**src/rtl/mem_bus_arbiter_pkg.sv**
```systemverilog
// Shared types and constants for the two-master memory bus arbiter.
package mem_arb_pkg;

    typedef enum logic [1:0] {
        IDLE = 2'd0,
        BUSY = 2'd1,
        DONE = 2'd2
    } arb_state_t;

    typedef enum logic [1:0] {
        NONE = 2'b00,
        M0   = 2'b01,
        M1   = 2'b10
    } owner_t;

    localparam logic [7:0] ERR_RDATA = 8'hFF;

endpackage

```
**src/rtl/mem_bus_arbiter_if.sv**
```systemverilog
// Read/write/ready memory port; the master issues accesses, the slave completes them.
interface mem_bus_arbiter_if;

    logic [15:0] addr;
    logic [7:0]  wdata;
    logic        read;
    logic        write;
    logic [7:0]  rdata;
    logic        ready;
    logic        error;

    // Downstream memory has no error signal, so the master side does not see it.
    modport master (
        output addr, wdata, read, write,
        input  rdata, ready
    );

    modport slave (
        input  addr, wdata, read, write,
        output rdata, ready, error
    );

endinterface

```
**src/rtl/mem_bus_arbiter_priority_sel.sv**
```systemverilog
// Fixed-priority winner select for m0 over m1, with a run counter that forces
// an m1 grant after MAX_M0_RUN back-to-back m0 grants made while m1 waited.
module arb_priority_sel
    import mem_arb_pkg::*;
#(
    parameter int MAX_M0_RUN = 4
) (
    input  logic   clk,
    input  logic   rst_n,
    input  logic   m0_req,
    input  logic   m1_req,
    input  logic   grant,
    output owner_t winner
);

    localparam logic [3:0] RUN_MAX = 4'(MAX_M0_RUN);

    logic [3:0] run_cnt;

    always_comb begin
        winner = NONE;
        if (m0_req && !(m1_req && run_cnt == RUN_MAX)) begin
            winner = M0;
        end else if (m1_req) begin
            winner = M1;
        end
    end

    // Counter only moves when a grant actually happens in IDLE.
    always_ff @(posedge clk or negedge rst_n) begin
        if (!rst_n) begin
            run_cnt <= 4'd0;
        end else if (grant && winner != NONE) begin
            if (winner == M0 && m1_req) begin
                if (run_cnt != RUN_MAX) begin
                    run_cnt <= run_cnt + 4'd1;
                end
            end else begin
                run_cnt <= 4'd0;
            end
        end
    end

endmodule

```
**src/rtl/mem_bus_arbiter.sv**
```systemverilog
// Two-master arbiter in front of the memory controller: IDLE -> BUSY -> DONE,
// registered downstream strobes, one-cycle ready pulse and access timeout.
module mem_bus_arbiter
    import mem_arb_pkg::*;
#(
    parameter int MAX_M0_RUN     = 4,
    parameter int TIMEOUT_CYCLES = 255
) (
    input  logic              clk,
    input  logic              rst_n,
    mem_bus_arbiter_if.slave  m0,
    mem_bus_arbiter_if.slave  m1,
    mem_bus_arbiter_if.master s,
    output logic [1:0]        dbg_owner,
    output logic [1:0]        dbg_state
);

    localparam logic [1:0] ST_IDLE = IDLE;
    localparam logic [1:0] ST_BUSY = BUSY;
    localparam logic [1:0] ST_DONE = DONE;
    localparam int TW = $clog2(TIMEOUT_CYCLES + 1);
    localparam logic [TW-1:0] TMO_LAST = TW'(TIMEOUT_CYCLES - 1);

    logic [1:0]    state;
    owner_t        owner;
    owner_t        winner;
    logic [TW-1:0] tmo_cnt;

    logic [15:0] s_addr_q;
    logic [7:0]  s_wdata_q;
    logic        s_read_q;
    logic        s_write_q;
    logic [7:0]  m0_rdata_q;
    logic        m0_ready_q;
    logic        m0_error_q;
    logic [7:0]  m1_rdata_q;
    logic        m1_ready_q;
    logic        m1_error_q;

    logic [15:0] sel_addr;
    logic [7:0]  sel_wdata;
    logic        sel_write;
    logic [7:0]  cap_rdata;

    arb_priority_sel #(
        .MAX_M0_RUN(MAX_M0_RUN)
    ) u_sel (
        .clk    (clk),
        .rst_n  (rst_n),
        .m0_req (m0.read | m0.write),
        .m1_req (m1.read | m1.write),
        .grant  (state == ST_IDLE),
        .winner (winner)
    );

    always_comb begin
        sel_addr  = m0.addr;
        sel_wdata = m0.wdata;
        sel_write = m0.write;
        if (winner == M1) begin
            sel_addr  = m1.addr;
            sel_wdata = m1.wdata;
            sel_write = m1.write;
        end
    end

    assign cap_rdata = s_write_q ? 8'h00 : s.rdata;

    // Ready/error default low so they are single-cycle pulses during DONE.
    always_ff @(posedge clk or negedge rst_n) begin
        if (!rst_n) begin
            state      <= ST_IDLE;
            owner      <= NONE;
            tmo_cnt    <= '0;
            s_addr_q   <= 16'h0000;
            s_wdata_q  <= 8'h00;
            s_read_q   <= 1'b0;
            s_write_q  <= 1'b0;
            m0_rdata_q <= 8'h00;
            m0_ready_q <= 1'b0;
            m0_error_q <= 1'b0;
            m1_rdata_q <= 8'h00;
            m1_ready_q <= 1'b0;
            m1_error_q <= 1'b0;
        end else begin
            m0_ready_q <= 1'b0;
            m0_error_q <= 1'b0;
            m1_ready_q <= 1'b0;
            m1_error_q <= 1'b0;
            case (state)
                ST_IDLE: begin
                    if (winner != NONE) begin
                        owner     <= winner;
                        s_addr_q  <= sel_addr;
                        s_wdata_q <= sel_wdata;
                        s_write_q <= sel_write;
                        s_read_q  <= ~sel_write;
                        tmo_cnt   <= '0;
                        state     <= ST_BUSY;
                    end
                end
                ST_BUSY: begin
                    tmo_cnt <= tmo_cnt + TW'(1);
                    if (s.ready) begin
                        s_read_q  <= 1'b0;
                        s_write_q <= 1'b0;
                        if (owner == M1) begin
                            m1_rdata_q <= cap_rdata;
                            m1_ready_q <= 1'b1;
                        end else begin
                            m0_rdata_q <= cap_rdata;
                            m0_ready_q <= 1'b1;
                        end
                        state <= ST_DONE;
                    end else if (tmo_cnt == TMO_LAST) begin
                        s_addr_q  <= 16'h0000;
                        s_wdata_q <= 8'h00;
                        s_read_q  <= 1'b0;
                        s_write_q <= 1'b0;
                        if (owner == M1) begin
                            m1_rdata_q <= ERR_RDATA;
                            m1_ready_q <= 1'b1;
                            m1_error_q <= 1'b1;
                        end else begin
                            m0_rdata_q <= ERR_RDATA;
                            m0_ready_q <= 1'b1;
                            m0_error_q <= 1'b1;
                        end
                        state <= ST_DONE;
                    end
                end
                ST_DONE: begin
                    owner <= NONE;
                    state <= ST_IDLE;
                end
                default: begin
                    owner <= NONE;
                    state <= ST_IDLE;
                end
            endcase
        end
    end

    assign s.addr   = s_addr_q;
    assign s.wdata  = s_wdata_q;
    assign s.read   = s_read_q;
    assign s.write  = s_write_q;
    assign m0.rdata = m0_rdata_q;
    assign m0.ready = m0_ready_q;
    assign m0.error = m0_error_q;
    assign m1.rdata = m1_rdata_q;
    assign m1.ready = m1_ready_q;
    assign m1.error = m1_error_q;

    assign dbg_owner = owner;
    assign dbg_state = state;

endmodule

```
**src/flat_wrapper.sv**
```systemverilog
// flat-port wrapper written by rule: the top's interface ports become plain ports
module mem_bus_arbiter_flat import mem_arb_pkg::*;
#(
    parameter int MAX_M0_RUN     = 4,
    parameter int TIMEOUT_CYCLES = 255
)
  (clk, rst_n, dbg_owner, dbg_state, m0_addr, m0_wdata, m0_read, m0_write, m0_rdata, m0_ready, m0_error, m1_addr, m1_wdata, m1_read, m1_write, m1_rdata, m1_ready, m1_error, s_addr, s_wdata, s_read, s_write, s_rdata, s_ready);
  mem_bus_arbiter_if m0_i ();
  mem_bus_arbiter_if m1_i ();
  mem_bus_arbiter_if s_i ();
  input  logic clk;
  input  logic rst_n;
  output logic [1:0] dbg_owner;
  output logic [1:0] dbg_state;
  input wire logic [$bits(m0_i.addr)-1:0] m0_addr;
  input wire logic [$bits(m0_i.wdata)-1:0] m0_wdata;
  input wire logic [$bits(m0_i.read)-1:0] m0_read;
  input wire logic [$bits(m0_i.write)-1:0] m0_write;
  output wire logic [$bits(m0_i.rdata)-1:0] m0_rdata;
  output wire logic [$bits(m0_i.ready)-1:0] m0_ready;
  output wire logic [$bits(m0_i.error)-1:0] m0_error;
  input wire logic [$bits(m1_i.addr)-1:0] m1_addr;
  input wire logic [$bits(m1_i.wdata)-1:0] m1_wdata;
  input wire logic [$bits(m1_i.read)-1:0] m1_read;
  input wire logic [$bits(m1_i.write)-1:0] m1_write;
  output wire logic [$bits(m1_i.rdata)-1:0] m1_rdata;
  output wire logic [$bits(m1_i.ready)-1:0] m1_ready;
  output wire logic [$bits(m1_i.error)-1:0] m1_error;
  output wire logic [$bits(s_i.addr)-1:0] s_addr;
  output wire logic [$bits(s_i.wdata)-1:0] s_wdata;
  output wire logic [$bits(s_i.read)-1:0] s_read;
  output wire logic [$bits(s_i.write)-1:0] s_write;
  input wire logic [$bits(s_i.rdata)-1:0] s_rdata;
  input wire logic [$bits(s_i.ready)-1:0] s_ready;
  assign m0_i.addr = m0_addr;
  assign m0_i.wdata = m0_wdata;
  assign m0_i.read = m0_read;
  assign m0_i.write = m0_write;
  assign m0_rdata = m0_i.rdata;
  assign m0_ready = m0_i.ready;
  assign m0_error = m0_i.error;
  assign m1_i.addr = m1_addr;
  assign m1_i.wdata = m1_wdata;
  assign m1_i.read = m1_read;
  assign m1_i.write = m1_write;
  assign m1_rdata = m1_i.rdata;
  assign m1_ready = m1_i.ready;
  assign m1_error = m1_i.error;
  assign s_addr = s_i.addr;
  assign s_wdata = s_i.wdata;
  assign s_read = s_i.read;
  assign s_write = s_i.write;
  assign s_i.rdata = s_rdata;
  assign s_i.ready = s_ready;
  mem_bus_arbiter #(.MAX_M0_RUN(MAX_M0_RUN), .TIMEOUT_CYCLES(TIMEOUT_CYCLES)) u_core (.clk(clk), .rst_n(rst_n), .m0(m0_i), .m1(m1_i), .s(s_i), .dbg_owner(dbg_owner), .dbg_state(dbg_state));
endmodule
```
**config.mk**
```make
export PLATFORM = sky130hd
export DESIGN_NAME = mem_bus_arbiter_flat
export DESIGN_NICKNAME = d
export VERILOG_FILES = /design/src/rtl/mem_bus_arbiter_pkg.sv /design/src/rtl/mem_bus_arbiter_if.sv /design/src/rtl/mem_bus_arbiter_priority_sel.sv /design/src/rtl/mem_bus_arbiter.sv /design/src/flat_wrapper.sv
export SDC_FILE = /design/constraint.sdc
export NUM_CORES = 1
export LEC_CHECK = 0
export ABC_AREA = 1
export CORE_MARGIN = 2
export CORE_UTILIZATION = 26
export DETAILED_ROUTE_END_ITERATION = 7
export SLEW_MARGIN = 20
export SYNTH_ARGS = -nofsm -noshare
export SYNTH_HDL_FRONTEND = slang
export SYNTH_SLANG_ARGS = --single-unit
```
**constraint.sdc**
```tcl
create_clock -name clk -period 3.5 [get_ports clk]
set_input_delay 0.7 -clock clk [delete_from_list [all_inputs] [get_ports clk]]
set_output_delay 0.7 -clock clk [all_outputs]
set_load 0.05 [all_outputs]
```
**After elaboration in Yosys (flattened, before gate mapping)**

Index checks and enable logic that the tools add are counted.

- Muxes and demuxes: 50
- Add/subtract/negate cells: 2
- Equal/unequal tests: 12
- Reduce and logical (&&, ||, !) cells: 17
- Bitwise gates (word level): 5

Operators with widths:

| cell | count |
|---|---|
| 2-to-1 mux 8 bit | 14 |
| 2-to-1 mux 16 bit | 4 |
| case mux 16 bit (2 select lines) | 1 |
| case mux 8 bit (2 select lines) | 2 |
| 2-to-1 mux 1 bit | 17 |
| 2-to-1 mux 2 bit | 6 |
| AND reduction 3 bit | 3 |
| adder 8 x 1 -> 8 bit, second input constant | 1 |
| equality test 8 bit, second input constant | 1 |
| 2-to-1 mux 4 bit | 2 |
| case mux 2 bit (2 select lines) | 2 |
| AND reduction 2 bit | 4 |
| inequality test 2 x 1 -> 1 bit, second input constant | 3 |
| nonzero test 2 bit | 3 |
| adder 4 x 1 -> 4 bit, second input constant | 1 |
| equality test 2 x 1 -> 1 bit, second input constant | 2 |
| equality test 2 bit, second input constant | 2 |
| equality test 4 x 3 -> 1 bit, second input constant | 1 |
| logical AND 1 bit | 4 |
| inequality test 4 x 3 -> 1 bit, second input constant | 1 |
| case mux 1 bit (2 select lines) | 2 |
| AND reduction 4 bit | 1 |
| inequality test 3 x 2 -> 1 bit, second input constant | 1 |
| inverter 1 bit | 3 |
| other kinds (4) | 5 |

- Bits of input ports: 63
- Register bits after elaboration: 62
- Logic and storage cells: 100

**Longest topological paths before layout**

- Depth in word-level cells: 10
- Depth in mapped cells: 10

**Modules after synthesis**

Synthesis repeated with hierarchy kept, for this count alone.

- Cell total of the unflattened synthesis: 413
- Area, all modules: 3264.4 um^2

By module, submodules not included:

| module | sequential area each (um^2) | times used | cells an instance | area each (um^2) |
|---|---|---|---|---|
| mem_bus_arbiter | 1451.4 | 1 | 370 | 2966.6 |
| arb_priority_sel | 100.1 | 1 | 43 | 297.8 |

**Worst setup path before layout**

No wires, ideal clock.

- Path type: input -> register
- Start: in s_ready
- End: reg u_core.s_addr_q[14] (netlist: u_core.s.addr[14])
- Setup slack: 1.885 ns
- Cell stages on the path: 6
- Arrival: 1.496 ns
- Path through: clkbuf_2 nor2_1 nand4_4 clkbuf_8 nand3_1 nand2_1

- Word-level cells in the longest chain between the ends: 2

RTL lines:

| element | line | text |
|---|---|---|
| start: declaration | flat_wrapper.sv:34 | `input wire logic [$bits(s_i.ready)-1:0] s_ready;` |
| inequality test 2 bit (no line) | -- |  |
| AND reduction 4 bit (no line) | -- |  |
| end signal: assignment | mem_bus_arbiter.sv:94 | `s_addr_q <= sel_addr;` |
| end: declaration | mem_bus_arbiter.sv:29 | `logic [15:0] s_addr_q;` |

No other way between the ends.
A chain may end at the register's enable or synchronous reset.

**Worst setup path after layout**

- Start: reg u_core.s_write_q (netlist: u_core.s.write)
- End: out s_write

RTL lines:

| element | line | text |
|---|---|---|
| start: declaration | mem_bus_arbiter.sv:32 | `logic s_write_q;` |
| start signal: assignment | mem_bus_arbiter.sv:96 | `s_write_q <= sel_write;` |
| end: declaration | flat_wrapper.sv:32 | `output wire logic [$bits(s_i.write)-1:0] s_write;` |

No word-level cell between the ends.

==> key figures <==
Layout
  – ANT cells: 0
  – Area grow syn2layout: 46.66%
  – Fillers: ~1.2k
  – Post-Layout Inst Area: ~4700 um2
  – Final #Nets: between 500 and 600
  – Area occupied by multi-input gates: between 1000 and 1500 um2
  – Register Area: approximately 1600 um2
  – Layout cell share with drive strength beyond 1: 0.06780

Placement
  – Placed inst area: approximately 4400 um2
  – Port Buffers: between 100 and 150
  – Post-DP HPWL: between 6 and 7 mm
  – GP Congestion: roughly 0.79

Floorplanning
  – Core area: around 12,000 um2
  – Row count: 40
  – # IOs: approximately 110
  – DIE AREA: 13,300 um2
  – Width of the die: roughly 120 um
  – Chip Height: between 100 and 150 um
  – Initial core utilization: 0.2672

STA
  – Peak Freq: ~400 MHz
  – Max_slew headroom: 0.3068
  – Final hold vios: 0
  – Endpoints failing setup: 0
  – Hold Slack: 0.4712 ns
  – Slew Limit Fails: 0
  – Fin crit period: approximately 2.4 ns
  – Unrepaired setup endpoints after global routing: false
  – Part of the cycle the worst path needs: 0.6931
  – TNS Setup: 0 ns
  – Clock skew: between 0.003 and 0.004 ns
  – Worst Max-Slew Pin Slew: about 1.0 ns

Worst setup path
  – R2R setup slack: approximately 1.5 ns
  – Worst Setup SP: u_core.s.write
  – Startpoint types: register
  – Required time worst endpoint: roughly 2.8 ns
  – Slowest CP cell: clkdlybuf4s50_1
  – WP data arrival: around 1.7 ns
  – Cells along the critical path: clkdlybuf4s50_1
  – R2r startpoint: u_core.u_sel.run_cnt[0]
  – Crit path max-delay family: buffers and inverters
  – CP Depth: 1
  – CP Capture Type: output port
  – Crit path max fanout: 10
  – Critical Path Sink: s_write
  – Crit Path Category: register to output port
  – Worst path max stage delay: approximately 0.87 ns
  – CP Buf/Inv Count: 1
  – Worst r2r dst: u_core.s.addr[15]
  – Worst Reg-to-Reg Cells: 9

Synth
  – Synthesized Nets: approximately 480
  – Mapped Avg Cell Area: between 7 and 8 um2
  – Yosys top cell by area: dfrtp_1
  – Post-synth EDFFs: 0
  – Syn Std Cell Area: around 3200 um2
  – Seq cells post-synth: 62
  – FFs w/ async S/R, synth: 1.000
  – Main area contributors after synthesis: dfrtp_1, nand2_1, nand3_1
  – Main synth FF type: dfrtp_1
  – Post-synthesis sequential area ratio: 0.4814
  – YS warnings: 0
  – Synth cell types: 32
  – Cell count after synthesis: 416
  – Top cells by instance count after synthesis: nand2_1, dfrtp_1, nand3_1
  – Count leader, synth: nand2_1
  – Area share of the leading cell type in the synthesized netlist: 0.4814

Pwr
  – Peak VDD IR: about 0.47 mV
  – Internal power: between 0.002 and 0.0025 W
  – Logic pwr share: 0.537
  – Power Density: 955.5 nW/um2
  – Leakage: between 2 and 2.5 nW
  – Flop pwr share: 0.272
  – Net Sw Frac: 0.4827
  – Power dissipated by switching net loads: between 0.002 and 0.0025 W
  – Clock network power share: 0.191

Global route
  – Grt met2 use: 0.2172
  – GR Util met3: 0.03479
  – First-pass GRT wire length: about 14 mm
  – GRT busiest layer: met2
  – Largest net degree at the start of global routing: 63
  – Total grt overflow: 0
  – Vias in the first global route: a little under 3k
  – Met1 Track Usage GR: 0.1645
  – Global Route Usage Sum: 0.1314
  – Initial antenna violation count: 0

Route
  – Vias per Instance: 4.295
  – Vias post-DR: ~3k
  – Drt wl/cell: between 10 and 15 um
  – DR pass1 iterations: 4
  – DRT iter0 DRCs: around 230
  – Routed Antenna Nets: 0
  – WL final: 8.556 mm
  – Post-route DRC: 0

Clock network
  – CTS tree: built
  – Clock latency on the worst-skew pair: between 0.3 and 0.4 ns
  – Post-cts sizing count: 0
  – Cts hold-fix bufs: 0
  – Clock Path Buffers: 2
  – Inserted Clock Buffers: 9
  – Root Driver: clkbuf_16
  – Reg clk slew, reported paths: 0.05 ns
  – Sink Count: between 60 and 70
  – Post-CTS Setup Bufs: 0
  – CTS H-tree depth: 3

Job
  – Total of max-cap violations: 0

Hold path
  – Hold/Removal Path Class: register to register
  – Hold path cells: 2

Outcome
  – Outcome: finished, final reports clean
## layout by cell type, fill, tap and decap left out, types with 2 or more instances in the layout
cell type,n
nand2_1,174
clkdlybuf4s50_1,111
nand2_2,6
buf_4,2
nand3_1,56
ha_1,4
clkbuf_16,9
xnor2_1,2
o22ai_1,3
o21ai_1,2
o21ai_0,17
clkinv_2,5
dfrtp_1,62
inv_1,49
nor2_4,2
nor2_1,10
## stage by stage
stage	power (W)	std cells	setup WS [ns]	util
final	0.004517	699	1.074	0.3919
after global routing	0.004812	699	1.038	0.3919
after CTS	0.004558	699	1.097	0.3919
after detailed placement	0.003680	683	0.9336	0.3679
after global placement	0.003643	683	0.9480	0.3679
after floorplan	0.002867	416	1.885	-
## registers in the layout, summed over array words and instances, names as in the netlist
| signal | flops |
|---|---|
| u_core.s.read | 1 |
| u_core.tmo_cnt | 8 |
| u_core.m1.rdata | 8 |
| u_core.u_sel.run_cnt | 4 |
| u_core.dbg_state | 2 |
| u_core.s.write | 1 |
| u_core.m0.ready | 1 |
| u_core.m1.ready | 1 |
| u_core.m1.error | 1 |
| u_core.s.addr | 16 |
| u_core.m0.rdata | 8 |
| u_core.dbg_owner | 2 |
| u_core.s.wdata | 8 |
| u_core.m0.error | 1 |
## cells by family after synthesis
logic type | Yosys count | synth area share
adders and majority gates | 4 | 0.01553
AOI/OAI and AO/OA | 26 | 0.04697
xor gates and xnor gates | 3 | 0.008154
DFF | 62 | 0.4814
buffers and inverters | 65 | 0.09743
and+or+nand+nor | 256 | 0.3505
## power groups by stage
| stage | Clock, W | Sequential (W) | Combinational (W) |
|---|---|---|---|
| 2_1_floorplan | 0 | 0.00211 | 0.000752 |
| 3_3_place_gp | 0 | 0.00123 | 0.00241 |
| 3_5_place_dp | 0 | 0.00123 | 0.00245 |
| 4_1_cts | 0.000878 | 0.00123 | 0.00245 |
| 5_1_grt | 0.000919 | 0.00127 | 0.00263 |
| 6_report | 0.000861 | 0.00123 | 0.00243 |
## cell type report
cell class,instances,area share
Timing Repair Buffer,114,0.2393
Tap cell,168,0.04447
Sequential cell,62,0.3282
Clock inverter,7,0.01350
Clock buffer,9,0.04764
Inverter,50,0.03970
Multi-Input combinational cell,289,0.2872
## layer usage
layer,vias up,wire (um),share of wire
met2,106,3949,0.46
met4,0,76,0.0089
met5,-,0,0
li1,1512,-,-
met1,1378,3885,0.45
met3,6,644,0.075
## worst min path at each step
stage                       startpoint             endpoint  slack [ns]
finish              u_core.m0.rdata[5]   u_core.m0.rdata[5]        0.47
global route        u_core.m1.rdata[3]   u_core.m1.rdata[3]        0.49
CTS                 u_core.m0.rdata[5]   u_core.m0.rdata[5]        0.48
detailed placement  u_core.m0.rdata[5]   u_core.m0.rdata[5]        0.46
global placement    u_core.m1.rdata[6]   u_core.m1.rdata[6]        0.46
floorplan                        rst_n  u_core.dbg_owner[0]        0.40
Note: power is estimated with default switching activity, not from simulation.
